[src/rtl/img_pkg.sv]
// Shared constants for the image-cleanup line: default geometry, token kinds
// and the fixed latency of the 3x3 median pipeline.
package img_pkg;

    localparam int DEF_WIDTH = 8;
    localparam int DEF_COL   = 752;
    localparam int MED_LAT   = 4;

    typedef enum logic {
        TOK_BORDER = 1'b0,
        TOK_MEDIAN = 1'b1
    } tok_e;

endpackage

[src/rtl/sort3_reg.sv]
// Registered three-input compare-exchange: sorts a/b/c into lo/mid/hi in one
// cycle and carries a valid bit alongside the sorted data.
module sort3_reg #(
    parameter int WIDTH = 8
) (
    input  logic             clk,
    input  logic             rst,
    input  logic             vld_in,
    input  logic [WIDTH-1:0] a,
    input  logic [WIDTH-1:0] b,
    input  logic [WIDTH-1:0] c,
    output logic [WIDTH-1:0] lo,
    output logic [WIDTH-1:0] mid,
    output logic [WIDTH-1:0] hi,
    output logic             vld_out
);

    logic [WIDTH-1:0] ab_lo, ab_hi, abc_t;

    // Three-exchange network: order a/b, pull the minimum against c, then
    // order the two survivors for mid/hi.
    always_comb begin
        ab_lo = (a < b) ? a : b;
        ab_hi = (a < b) ? b : a;
        abc_t = (ab_lo < c) ? c : ab_lo;
    end

    always_ff @(posedge clk) begin
        if (rst) vld_out <= 1'b0;
        else     vld_out <= vld_in;
    end

    always_ff @(posedge clk) begin
        lo  <= (ab_lo < c) ? ab_lo : c;
        mid <= (ab_hi < abc_t) ? ab_hi : abc_t;
        hi  <= (ab_hi < abc_t) ? abc_t : ab_hi;
    end

endmodule

[src/rtl/median_fix3x3.sv]
// 3x3 median impulse-noise fix on three aligned row streams: the middle row's
// pixel is replaced by the neighbourhood median when it strays past THRESH.
module median_fix3x3
    import img_pkg::*;
#(
    parameter int WIDTH  = DEF_WIDTH,
    parameter int COL    = DEF_COL,
    parameter int THRESH = 0
) (
    input  logic             clk,
    input  logic             en,
    input  logic [WIDTH-1:0] row_top,
    input  logic [WIDTH-1:0] row_mid,
    input  logic [WIDTH-1:0] row_bot,
    input  logic             valid_in,
    output logic [WIDTH-1:0] dout,
    output logic             valid_out,
    output logic             fixed
);

    localparam int             CW   = (COL > 1) ? $clog2(COL) : 1;
    localparam logic [CW-1:0]  LAST = CW'(COL - 1);
    localparam logic [CW-1:0]  ONE  = CW'(1);
    localparam logic [WIDTH:0] THR  = (WIDTH + 1)'(THRESH);

    function automatic logic [WIDTH-1:0] min2(input logic [WIDTH-1:0] x, input logic [WIDTH-1:0] y);
        return (x < y) ? x : y;
    endfunction

    function automatic logic [WIDTH-1:0] max2(input logic [WIDTH-1:0] x, input logic [WIDTH-1:0] y);
        return (x < y) ? y : x;
    endfunction

    function automatic logic [WIDTH-1:0] med3(input logic [WIDTH-1:0] x, input logic [WIDTH-1:0] y,
                                              input logic [WIDTH-1:0] z);
        return max2(min2(x, y), min2(max2(x, y), z));
    endfunction

    function automatic logic [WIDTH:0] abs_diff(input logic [WIDTH-1:0] x, input logic [WIDTH-1:0] y);
        logic signed [WIDTH+1:0] d;
        d = $signed({2'b00, x}) - $signed({2'b00, y});
        return (d < 0) ? WIDTH'(1) * 0 + (WIDTH + 1)'(-d) : (WIDTH + 1)'(d);
    endfunction

    logic [CW-1:0]    col_cnt;
    logic             tail;
    logic [WIDTH-1:0] win_p0 [3][3];
    logic             vld_p0, vld_p1, vld_p2, vld_p3;
    tok_e             kind_p0, kind_p1, kind_p2, kind_p3;
    logic [WIDTH-1:0] centre_p0, centre_p1, centre_p2, centre_p3;
    logic [WIDTH-1:0] lo_p1 [3];
    logic [WIDTH-1:0] mid_p1 [3];
    logic [WIDTH-1:0] hi_p1 [3];
    logic [2:0]       vld_s1;
    logic [WIDTH-1:0] lo_max_p2, mid_med_p2, hi_min_p2, med_p3;

    // E0: column counter, window shift and token launch. The centre is taken
    // from column 2 before the shift, which also serves the tail token while
    // a new row may already be loading.
    always_ff @(posedge clk) begin
        if (en) begin
            col_cnt <= '0;
            tail    <= 1'b0;
            vld_p0  <= 1'b0;
            for (int r = 0; r < 3; r++)
                for (int k = 0; k < 3; k++)
                    win_p0[r][k] <= '0;
        end else begin
            tail   <= valid_in && (col_cnt == LAST);
            vld_p0 <= tail || (valid_in && (col_cnt != '0));
            if (valid_in) begin
                col_cnt <= (col_cnt == LAST) ? '0 : col_cnt + ONE;
                for (int r = 0; r < 3; r++) begin
                    win_p0[r][0] <= win_p0[r][1];
                    win_p0[r][1] <= win_p0[r][2];
                end
                win_p0[0][2] <= row_top;
                win_p0[1][2] <= row_mid;
                win_p0[2][2] <= row_bot;
            end
        end
    end

    // S1: per-column sort
    for (genvar g = 0; g < 3; g++) begin : g_sort
        sort3_reg #(.WIDTH(WIDTH)) u_sort (
            .clk     (clk),
            .rst     (en),
            .vld_in  (vld_p0),
            .a       (win_p0[0][g]),
            .b       (win_p0[1][g]),
            .c       (win_p0[2][g]),
            .lo      (lo_p1[g]),
            .mid     (mid_p1[g]),
            .hi      (hi_p1[g]),
            .vld_out (vld_s1[g])
        );
    end

    assign vld_p1 = &vld_s1;

    always_ff @(posedge clk) begin
        if (en) begin
            vld_p2 <= 1'b0;
            vld_p3 <= 1'b0;
        end else begin
            vld_p2 <= vld_p1;
            vld_p3 <= vld_p2;
        end
    end

    always_ff @(posedge clk) begin
        if (tail || valid_in) begin
            centre_p0 <= win_p0[1][2];
            kind_p0   <= (tail || col_cnt == ONE) ? TOK_BORDER : TOK_MEDIAN;
        end
        kind_p1   <= kind_p0;
        centre_p1 <= centre_p0;
        // S2: max of mins, median of mids, min of maxes
        lo_max_p2  <= max2(max2(lo_p1[0], lo_p1[1]), lo_p1[2]);
        mid_med_p2 <= med3(mid_p1[0], mid_p1[1], mid_p1[2]);
        hi_min_p2  <= min2(min2(hi_p1[0], hi_p1[1]), hi_p1[2]);
        kind_p2    <= kind_p1;
        centre_p2  <= centre_p1;
        // S3: final median
        med_p3    <= med3(lo_max_p2, mid_med_p2, hi_min_p2);
        kind_p3   <= kind_p2;
        centre_p3 <= centre_p2;
    end

    // S4: replace decision and output register
    always_ff @(posedge clk) begin
        if (en) begin
            dout      <= '0;
            valid_out <= 1'b0;
            fixed     <= 1'b0;
        end else begin
            valid_out <= vld_p3;
            fixed     <= 1'b0;
            if (vld_p3) begin
                if (kind_p3 == TOK_MEDIAN && abs_diff(centre_p3, med_p3) > THR) begin
                    dout  <= med_p3;
                    fixed <= 1'b1;
                end else begin
                    dout  <= centre_p3;
                end
            end
        end
    end

endmodule

[config.mk]
export PLATFORM = sky130hd
export DESIGN_NAME = median_fix3x3
export DESIGN_NICKNAME = d
export VERILOG_FILES = /design/src/rtl/img_pkg.sv /design/src/rtl/sort3_reg.sv /design/src/rtl/median_fix3x3.sv
export SDC_FILE = /design/constraint.sdc
export NUM_CORES = 1
export LEC_CHECK = 0
export ABC_AREA = 1
export BUFFER_PORTS_ARGS = -buffer_cell sky130_fd_sc_hd__buf_2
export CAP_MARGIN = 20
export CORE_ASPECT_RATIO = 0.9
export CORE_MARGIN = 5
export CORE_UTILIZATION = 55
export DETAILED_ROUTE_END_ITERATION = 16
export PLACE_DENSITY = 0.74
export SYNTH_ARGS = -nofsm -noshare
export SYNTH_HDL_FRONTEND = slang
export SYNTH_SLANG_ARGS = --single-unit
[constraint.sdc]
create_clock -name clk -period 4.64 [get_ports clk]
set_clock_uncertainty 0.05 [all_clocks]
set_input_delay 0 -clock clk [delete_from_list [all_inputs] [get_ports clk]]
set_output_delay 0 -clock clk [all_outputs]
set_load 0.02 [all_outputs]
* Yosys cells after proc, flatten, opt, wreduce, memory -nomap -nowiden *
Memory sizes are Yosys's and may differ from the RTL's.
Cells that the tools add are included.

word-level totals
  output and inout port bits = 10
  RAM bits = 72
  memories kept = 1
  register bits = 165

memory list
  memory  words  bits a word  read ports  clocked after memory_dff  wr ports  line                 source
  win_p0  3      24           3           0                         3         median_fix3x3.sv:47  logic [WIDTH-1:0] win_p0 [3][3];

operators by class
  eq/ne operators = 2
  bitwise gates (word level) = 10
  $add $sub $neg = 3
  magnitude comparators = 21
  reductions and logical operators = 8
  muxes and demuxes = 49

operator list
  kind                                                 count
  2-to-1 mux 8 bit                                     40
  < comparator 8 bit                                   19
  adder 10 x 1 -> 10 bit (second input constant)       1
  == test 10 x 1 -> 1 bit (second input constant)      1
  == test 10 bit (second input constant)               1
  2-to-1 mux 10 bit                                    1
  nonzero test 10 bit                                  1
  > comparator 9 x 1 -> 1 bit (second input constant)  1
  < comparator 9 x 1 -> 1 bit (second input constant)  1
  2-to-1 mux 9 bit                                     1
  negation 9 bit                                       1
  OR 1 bit                                             9
  subtractor 8 x 8 -> 9 bit                            1
  2-to-1 mux 1 bit                                     7
  logical AND 1 bit                                    3
  logical OR 1 bit                                     3
  OR reduction 2 bit                                   1
  inverter 1 bit                                       1

* Depth between registers and ports, before layout *
An unclocked memory read counts as a cell.

  depth after elaboration = 7
  depth in mapped cells = 33
  depth with buffers taken out = 29

* Hierarchy *
Synthesis repeated with hierarchy kept, for this count alone.

unflattened totals
  cell total of the unflattened synthesis = 1815
  area total of the unflattened synthesis = 13664.4 µm²

by module, submodules not included
  module                            cells an instance  instances  seq. area each (µm²)  area each (µm²)
  median_fix3x3                     1067               1          4093.9                8695.8
  sort3_reg (g_sort[0].u_sort ...)  249                2          500.5                 1654.1
  sort3_reg (g_sort[2].u_sort)      250                1          500.5                 1660.3

* Worst setup path before layout *
OpenSTA, ideal clock, no wires.

  path type = reg-to-reg
  start = memory win_p0[0][23] (netlist bit)
  end = register g_sort[0].u_sort.mid[5]
  cell stages (with the launch flop) = 25
  path slack = 0.242 ns
  path buffers = 4
  arrival = 4.288 ns
  path through = edfxtp_1 -> ha_1 -> nand2_1 -> o21a_1 -> nand2_2 -> buf_2 -> clkbuf_1 -> nor2_1 -> a21oi_1 -> ha_1 -> a21oi_1 -> nor2_1 -> a211oi_1 -> nand2_2 -> inv_1 -> buf_2 -> nand2_1 -> o21ai_0 -> ha_1 -> nand2_1 -> nor2_1 -> a211oi_2 -> clkbuf_1 -> nand3_1 -> nand2_1

RTL lines
  what                  line                 source
  start, declared       median_fix3x3.sv:47
  end signal, assigned  sort3_reg.sv:35      mid <= (ab_hi < abc_t) ? ab_hi : abc_t;
  end, declared         sort3_reg.sv:13      output logic [WIDTH-1:0] mid,

==> run metrics <==
final setup margin=0.363 ns; core area=24100 µm²; Max Cap Violations=0; Routed WL=30400 µm; Top delay family on crit path=buffers and inverters; n_diodes=0; Mapped Cells=1754; commonest non-fill, non-tap cell in the layout=nand2_1; r2r worst-path depth=28; effective utilization at floorplan=55.5%; Routed Antenna Nets=0; DR iter-0 viols=866; Final nets=2000; syn nets=1926; die footprint=27500 µm²; r2r setup slk=0.36 ns; WP data arrival=4.69 ns; Min-Delay Startpoint=row_bot[4]; Worst path slowest cell=edfxtp_1; hold path endpoint=win_p0[0][52]; Sink Count=237; Setup WS pre-CTS=0.0132 ns; mapped cell area=13300 µm²; required time of the critical path=5.05 ns; # DRC=0; worst-case clock buffer depth=3; crit path max fanout=17; commonest cells after routing, fill and taps aside=nand2_1 (439), inv_1 (275), nor2_1 (159), dfxtp_1 (156), ha_1 (144); critical register-to-register path startpoint=win_p0[0][39]; row cnt=54; CTS buffer count=26; drt first pass iters=6; hold depth=4; Yosys Warn Count=0; layout cells sized above 1=8.50%; status=finished, final reports clean; Root Driver=clkbuf_16; global-route wire length before repair=50600 µm; total track usage=22.2%; CP max stage delay=0.39 ns; Max H-tree Level=1; crit end category=flip-flop; Buffers & Inverters on Critical Path=8; num ports=37; Worst slew margin=48.8%; routed vias=11100; final hold vios=0; hpwl dp=23100 µm; Fmax=234 MHz; clock slew seen by the registers of the worst setup and hold paths=0.06 ns; number of global-route vias before repair=10600; Least-Margin Pin Slew=0.761 ns; r2r endpoint=g_sort[1].u_sort.mid[5]; CP Class=flip-flop to flip-flop; prevailing post-synth register cell=dfxtp_1; final period utilization=92.2%; vias per cell=5.15; post-synthesis average cell area=7.61 µm²; GP Congestion=0.906; Hold Path Class=input port to flip-flop; FF+latch count, synth=237; largest net degree at the start of global routing=71; routed len/inst=14.1 µm; Slew Limit Fails=0; area grow syn2layout=13.7%; width of the die=174 µm; startpoint class of the critical path=flip-flop; total grt overflow=0; fin crit period=4.28 ns; Post-synth EDFFs=81; initial antenna violation count=0; Die Ht=158 µm; Yosys cell types=37; Worst-Skew Late Latency=0.54 ns; minimum hold slack=0.247 ns; sequential area share after synthesis=41.6%; CTS tree=done; most used cell, CP=nand2_1; setup violators final=0; port bufs=36; Async S/R FF share, synth=0%
==> how the worst max path moves through the flow <==
| stage | to | slack (ns) | depth (start not counted) | from |
|---|---|---|---|---|
| finish | g_sort[1].u_sort.mid[5] | 0.36 | 28 | win_p0[0][39] |
| global route | g_sort[1].u_sort.mid[1] | -0.03 | 29 | win_p0[0][39] |
| CTS | g_sort[2].u_sort.mid[7] | 0.01 | 25 | win_p0[0][25] |
| detailed placement | g_sort[2].u_sort.mid[2] | 0.01 | 25 | win_p0[0][25] |
| global placement | g_sort[2].u_sort.hi[4] | 0.20 | 27 | win_p0[0][25] |
| floorplan | g_sort[0].u_sort.mid[5] | 0.24 | 24 | win_p0[0][23] |
==> metal layers <==
layer	part of all wire (%)	up-vias	wire length, µm	track usage [%]
met5	0	-	0	0
met4	2.2	0	670	4.86
met3	4.5	47	1390	2.46
met2	46	249	13900	37.2
met1	48	5017	14500	31.3
li1	-	5785	-	-
==> metrics by stage <==
step / util, % / setup TNS, ns / instances / cell area [µm²]
floorplan: - / 0 / 1754 / 13300
detailed placement: 57.6 / 0 / 2072 / 13800
global route: 63.1 / -0.102 / 2156 / 15200
finish: 63.1 / 0 / 2156 / 15200
global placement: 57.6 / 0 / 2072 / 13800
CTS: 62.5 / 0 / 2147 / 15000
==> layout make-up <==
class	count	area [µm²]
Clock buffer	40	768
Clock inverter	8	146
Fill cell	1999	8870
Inverter	281	1060
Multi-Input combinational cell	1189	6580
Sequential cell	237	5560
Tap cell	308	385
Timing Repair Buffer	92	681
Timing Repair inverter	1	5.00
==> Yosys cell counts, types with 2 or more instances <==
cell type,n,area share [%]
nand2_1,442,12
inv_1,277,7.8
nor2_1,159,4.5
dfxtp_1,156,23
ha_1,144,13
o21ai_0,141,5.3
nand3_1,106,4.0
a21oi_1,103,3.9
edfxtp_1,81,18
clkbuf_1,26,0.73
nand2_2,20,0.94
buf_2,14,0.53
nor3_1,12,0.45
a211oi_1,9,0.51
and2_1,7,0.33
nand4_1,7,0.33
xor2_1,7,0.46
nand2_4,6,0.51
o21a_1,5,0.28
xnor2_1,4,0.26
a211oi_2,3,0.28
buf_4,3,0.17
buf_6,3,0.25
inv_2,3,0.084
nor4_1,2,0.094
o211ai_1,2,0.11
o21ai_2,2,0.13
==> kinds of logic after synthesis <==
logic type / after synthesis / share of synthesized area, %
simple gates: 763 / 23.6
buf+inv: 328 / 9.61
compound gates: 270 / 10.8
flops: 237 / 41.6
fa+ha+maj: 145 / 13.6
xor+xnor: 11 / 0.722
==> flip-flops by register name, indices dropped and copies added, names as in the netlist, 8 cells and up <==
| signal | cells |
|---|---|
| hi_min_p2 | 8 |
| win_p0 | 72 |
| g_sort.u_sort.hi | 24 |
| g_sort.u_sort.lo | 24 |
| g_sort.u_sort.mid | 24 |
| med_p3 | 8 |
| centre_p1 | 8 |
| lo_max_p2 | 8 |
| dout | 8 |
| centre_p2 | 8 |
| centre_p0 | 8 |
| mid_med_p2 | 8 |
| centre_p3 | 8 |
| col_cnt | 10 |
==> tightest hold or removal path, stage by stage <==
cell           delay, ns
dlygate4sd3_1       0.51
buf_2               0.09
inv_1               0.03
nor2_1              0.09
==> timing repair <==
item	in CTS	in global routing
resized for setup	1	32
hold buffers	27	0
pin swaps	0	1
endpoints found under the hold margin	46	0
buffers inserted	0	7
cloned	0	1
endpoints found under the setup margin	16	64
Power is not shown: default switching activity piles up to over one toggle a cycle in this logic, so the estimate is an artifact.
